$ cat src/rtl/dvi_timing_generator.sv
`default_nettype none
// ============================================================================
// Module   : dvi_timing_generator
// Brief    : Parametrised raster timing generator with registered outputs,
//            pixel-enable stall and line/frame start strobes. Optional frame
//            counter enabled by defining DVI_TIMING_FRAME_COUNT_EN.
// Revision : 1.0 - initial release
// ============================================================================
module dvi_timing_generator #(
    parameter int CW         = 12,
    parameter int H_ACTIVE   = 800,
    parameter int H_FP       = 40,
    parameter int H_SYNC     = 128,
    parameter int H_BP       = 88,
    parameter int V_ACTIVE   = 600,
    parameter int V_FP       = 1,
    parameter int V_SYNC     = 4,
    parameter int V_BP       = 23,
    parameter int H_SYNC_POL = 1,
    parameter int V_SYNC_POL = 1,
    parameter int FC_W       = 8
) (
    input  logic          pixel_clk,
    input  logic          reset_n,
    input  logic          enable,
    output logic [CW-1:0] pixel_x,
    output logic [CW-1:0] pixel_y,
    output logic          h_blank,
    output logic          v_blank,
    output logic          h_sync,
    output logic          v_sync,
    output logic          dataenable,
    output logic          line_start,
`ifdef DVI_TIMING_FRAME_COUNT_EN
    output logic [FC_W-1:0] frame_count,
`endif
    output logic          frame_start
);

    localparam int H_TOTAL = H_ACTIVE + H_FP + H_SYNC + H_BP;
    localparam int V_TOTAL = V_ACTIVE + V_FP + V_SYNC + V_BP;
    localparam int CW1     = CW + 1;

    // Decode thresholds carry one extra bit so sync end == 2^CW still compares correctly
    localparam logic [CW-1:0] H_LAST  = CW'(H_TOTAL - 1);
    localparam logic [CW-1:0] V_LAST  = CW'(V_TOTAL - 1);
    localparam logic [CW:0]   H_ACT   = CW1'(H_ACTIVE);
    localparam logic [CW:0]   V_ACT   = CW1'(V_ACTIVE);
    localparam logic [CW:0]   H_SS    = CW1'(H_ACTIVE + H_FP);
    localparam logic [CW:0]   H_SE    = CW1'(H_ACTIVE + H_FP + H_SYNC);
    localparam logic [CW:0]   V_SS    = CW1'(V_ACTIVE + V_FP);
    localparam logic [CW:0]   V_SE    = CW1'(V_ACTIVE + V_FP + V_SYNC);
    localparam logic          HS_ON   = (H_SYNC_POL != 0);
    localparam logic          VS_ON   = (V_SYNC_POL != 0);

    logic [CW-1:0] h_cnt_q, h_cnt_d;
    logic [CW-1:0] v_cnt_q, v_cnt_d;
    logic [CW-1:0] pixel_x_q, pixel_y_q;
    logic          h_blank_q, h_blank_d;
    logic          v_blank_q, v_blank_d;
    logic          h_sync_q, h_sync_d;
    logic          v_sync_q, v_sync_d;
    logic          de_q, de_d;
    logic          line_start_q, line_start_d;
    logic          frame_start_q, frame_start_d;
    logic          h_wrap;
    logic [CW:0]   h_ext, v_ext;

    assign h_ext  = {1'b0, h_cnt_q};
    assign v_ext  = {1'b0, v_cnt_q};
    assign h_wrap = (h_cnt_q == H_LAST);

    always_comb begin
        h_cnt_d       = h_wrap ? '0 : h_cnt_q + 1'b1;
        v_cnt_d       = v_cnt_q;
        if (h_wrap) begin
            v_cnt_d = (v_cnt_q == V_LAST) ? '0 : v_cnt_q + 1'b1;
        end
        h_blank_d     = (h_ext >= H_ACT);
        v_blank_d     = (v_ext >= V_ACT);
        h_sync_d      = ((h_ext >= H_SS) && (h_ext < H_SE)) ? HS_ON : ~HS_ON;
        v_sync_d      = ((v_ext >= V_SS) && (v_ext < V_SE)) ? VS_ON : ~VS_ON;
        de_d          = ~h_blank_d & ~v_blank_d;
        line_start_d  = (h_cnt_q == '0);
        frame_start_d = (h_cnt_q == '0) && (v_cnt_q == '0);
    end

    always_ff @(posedge pixel_clk or negedge reset_n) begin
        if (!reset_n) begin
            h_cnt_q       <= '0;
            v_cnt_q       <= '0;
            pixel_x_q     <= '0;
            pixel_y_q     <= '0;
            h_blank_q     <= 1'b0;
            v_blank_q     <= 1'b0;
            h_sync_q      <= ~HS_ON;
            v_sync_q      <= ~VS_ON;
            de_q          <= 1'b0;
            line_start_q  <= 1'b0;
            frame_start_q <= 1'b0;
        end else if (enable) begin
            h_cnt_q       <= h_cnt_d;
            v_cnt_q       <= v_cnt_d;
            pixel_x_q     <= h_cnt_q;
            pixel_y_q     <= v_cnt_q;
            h_blank_q     <= h_blank_d;
            v_blank_q     <= v_blank_d;
            h_sync_q      <= h_sync_d;
            v_sync_q      <= v_sync_d;
            de_q          <= de_d;
            line_start_q  <= line_start_d;
            frame_start_q <= frame_start_d;
        end
    end

    assign pixel_x     = pixel_x_q;
    assign pixel_y     = pixel_y_q;
    assign h_blank     = h_blank_q;
    assign v_blank     = v_blank_q;
    assign h_sync      = h_sync_q;
    assign v_sync      = v_sync_q;
    assign dataenable  = de_q;
    assign line_start  = line_start_q;
    assign frame_start = frame_start_q;

`ifdef DVI_TIMING_FRAME_COUNT_EN
    // The first frame after reset keeps count 0; later frame starts increment
    logic            seen_frame_q;
    logic [FC_W-1:0] frame_count_q;

    always_ff @(posedge pixel_clk or negedge reset_n) begin
        if (!reset_n) begin
            seen_frame_q  <= 1'b0;
            frame_count_q <= '0;
        end else if (enable && frame_start_d) begin
            seen_frame_q <= 1'b1;
            if (seen_frame_q) begin
                frame_count_q <= frame_count_q + 1'b1;
            end
        end
    end

    assign frame_count = frame_count_q;
`endif

endmodule
`default_nettype wire
$ cat config.mk
export PLATFORM = sky130hd
export DESIGN_NAME = dvi_timing_generator
export DESIGN_NICKNAME = d
export VERILOG_FILES = /design/src/rtl/dvi_timing_generator.sv
export SDC_FILE = /design/constraint.sdc
export NUM_CORES = 1
export LEC_CHECK = 0
export CAP_MARGIN = 20
export CORE_MARGIN = 10
export CORE_UTILIZATION = 45
export DETAILED_ROUTE_END_ITERATION = 16
export PLACE_DENSITY_LB_ADDON = 0.05
export SYNTH_ARGS = -nofsm -noshare
export SYNTH_HDL_FRONTEND = slang
export SYNTH_SLANG_ARGS = --single-unit
export TNS_END_PERCENT = 5
$ cat constraint.sdc
create_clock -name pixel_clk -period 2.8 [get_ports pixel_clk]
set_input_delay 0.56 -clock pixel_clk [delete_from_list [all_inputs] [get_ports pixel_clk]]
set_output_delay 0.56 -clock pixel_clk [all_outputs]
set_load 0.02 [all_outputs]
==> metrics.md <==
| Metric | Value |
|---|---|
| Yosys reg bits | 55 |
| Sink Count | 55 |
| Netlist Area Pre-Place | 2592 um2 |
| DRC Markers | 0 |
| Setup violators final | 0 |
| PD cells | 581.8 nW/um2 |
| CP Launch Type | flip-flop |
| CP required | 3.05 ns |
| Most frequent cells in the layout | 55 x dfrtp_1, 31 x clkdlybuf4s50_1, 24 x mux2_2 |
| Die area | 9197 um2 |
| Clk slew on worst S/H paths | 0.10 ns |
| Die Wd | 95.90 um |
| Top FF cell, synth | dfrtp_1 |
| Syn_area_per_cell | 11.57 um2 |
| Netlist cell types | 44 |
| Power, Total | 1.783 mW |
| Maximum fanout along the worst path | 12 |
| Setup bufs post-CTS | 0 |
| Slew Viols, Final | 0 |
| Max frequency | 0.4961 GHz |
| Core area | 5540 um2 |
| Ys async rst share | 100.0% |
| Gr ovfl total | 0 |
| CTS Buf Count | 5 |
| Largest stage delay, worst path | 0.60 ns |
| Via count | 1739 |
| Seq/Total Area, Yosys | 53.09% |
| Routed Antenna Nets | 0 |
| DP Worst Slack | 0.8085 ns |
| Post-route setup TNS | 0 ns |
| Clk Latency, worst-skew pair | 0.31 ns |
| Initial antenna violation count | 0 |
| Fraction of layout cells with a size suffix above 1 | 16.54% |
| MaxCap Viol Count | 0 |
| Critical path class | reg -> reg |
| Fill count | 498 |
| DP Cell Count | 319 |
| Largest net degree at the start of global routing | 44 |
| Initial Util | 46.79% |
| Root buffer cell | clkbuf_8 |
| Critical Path End Type | flip-flop |
| DP HPWL | 3765 um |
| Final worst path period need | 2.016 ns |
| Most common cell after layout, fill and taps aside | dfrtp_1 |
| Vias in the first global route | 1721 |
| Post-CTS Resized | 0 |
| WL final | 5313 um |
| Die Y | 95.90 um |
| Hold crit path type | in -> async |
| Layout Nets | 263 |
| Clock Tree Buf Depth | 2 |
| Number of flops mapped to enable cells by yosys | 0 |
| Worst Tran Pin Value | 0.7731 ns |
| Row count | 27 |
| Drt initial violations | 139 |
| RSZ-0062 raised after global routing | no |
| Final RePlAce weighted congestion | 0.8016 |
| Status | completed |
| CP arrival | 2.26 ns |
| Drt first pass iters | 4 |
| Share of the synthesized area in the top cell type | 53.09% |
| Slew margin rel. | 48.46% |
| Skew final | 0.005874 ns |
| Post-route non-filler standard cell count | 326 |
| Final worst setup slack | 0.7844 ns |
| Vias per cell | 5.334 |
| GRT Overall Usage | 12.43% |
| Area leader, netlist | dfrtp_1 |
| Critical-path top delay cell | or4_1 |
| IO buf count | 33 |
| P_leak | 1.341 nW |
| Critical path, cell by cell | ha_1 -> and3b_1 -> nand4_2 -> or4_1 -> nand3_1 |
| Largest cells by area after synthesis | dfrtp_1 53%, mux2_2 10%, ha_1 2.9% |
| First-pass GRT wire length | 9011 um |
| VDD IR max | 392.7 uV |
| Hold_buf cts | 0 |
| H-tree depth | 2 |
| Io pins | 34 |
| Cells after synthesis | 224 |
| Post-synthesis net count | 233 |
| Wire per inst | 16.30 um |
| N_diodes | 0 |
| Ys Warns | 0 |
| TritonCTS clock tree | done |
| Final hold violations | 0 |
| Final Cycle Share | 71.98% |
| Layout area overhead | 18.24% |
==> synthesized netlist by cell type, types with 3 or more instances <==
cell       n
nand2_1   15
xor2_1     7
inv_1     12
nand3_1   13
ha_1       6
mux2_2    24
nand4_1    7
clkbuf_1   6
nor3_1     3
nor4_1     3
xnor2_1    8
nor2_1    12
o21ai_0    8
dfrtp_1   55
o211ai_1   3
a21oi_1    3
buf_2      4
==> state kept, by name (all words and copies together), names as in the netlist, 12 cells and up <==
register	flops
h_cnt_q	12
pixel_y	12
v_cnt_q	12
pixel_x	12
==> report_power, final <==
part           internal [mW]  switching, mW
clock                  0.262          0.254
combinational          0.154          0.155
sequential             0.868         0.0900
total                   1.28          0.500
==> path summary, 6_finish.rpt <==
| check | start | to | slack [ns] | cells past startpoint |
|---|---|---|---|---|
| setup / recovery | h_cnt_q[1]$_DFFE_PN0P_ | v_cnt_q[6]$_DFFE_PN0P_ | 0.78 | 5 |
| min in group pixel_clk | v_sync$_DFFE_PN0P_ | v_sync$_DFFE_PN0P_ | 0.50 | 2 |
| hold / removal | reset_n | pixel_y[3]$_DFFE_PN0P_ | 0.32 | 1 |
| setup reg to reg | h_cnt_q[1]$_DFFE_PN0P_ | v_cnt_q[6]$_DFFE_PN0P_ | 0.78 | 5 |
| hold reg to reg | v_sync$_DFFE_PN0P_ | v_sync$_DFFE_PN0P_ | 0.50 | 2 |
| max in group asynchronous | reset_n | h_cnt_q[2]$_DFFE_PN0P_ | 1.80 | 2 |
==> routing by layer <==
metal  GRT usage (%)  share of wire, %  vias to the layer above
met1           18.08                50                      831
met2           16.82                41                       49
li1                -                 -                      853
met4           3.317               1.1                        0
met3           4.591               8.2                        6
met5               0                 0                        -
==> critical path: cells and delay by family, from the launching register on <==
family / cells / cell delay (ns)
fa+ha+maj: 1 / 0.27
flops: 1 / 0.42
simple gates: 4 / 1.26
==> stage by stage <==
| step | util (%) | area, um2 | hold slack [ns] |
|---|---|---|---|
| CTS | 55.33 | 3065 | 0.3541 |
| detailed placement | 53.41 | 2959 | 0.4884 |
| finish | 55.33 | 3065 | 0.3226 |
| global route | 55.33 | 3065 | 0.3778 |
| floorplan | - | 2592 | 0.2644 |
| global placement | 53.41 | 2959 | 0.4805 |
==> cell families (layout without fill, tap and decap cells) <==
group	after synthesis	in the layout	share of synthesized area [%]
fa+ha+maj	6	6	2.896
compound gates	27	27	7.047
buf+inv	25	55	4.295
flops	55	55	53.09
xor+xnor	15	15	5.068
simple gates	71	71	16.80
mux	25	25	10.81
==> area by class of cell <==
cell class | count | area, um2 | share of cell area (%)
well taps | 72 | 90.09 | 2.939
inverters | 12 | 45.04 | 1.469
multi-input cells | 144 | 1105 | 36.04
clock buffers | 5 | 68.82 | 2.245
clock inverters | 2 | 37.54 | 1.224
repair buffers | 36 | 342.8 | 11.18
flip-flops and latches | 55 | 1376 | 44.90
(Power assumes the default switching activity.)
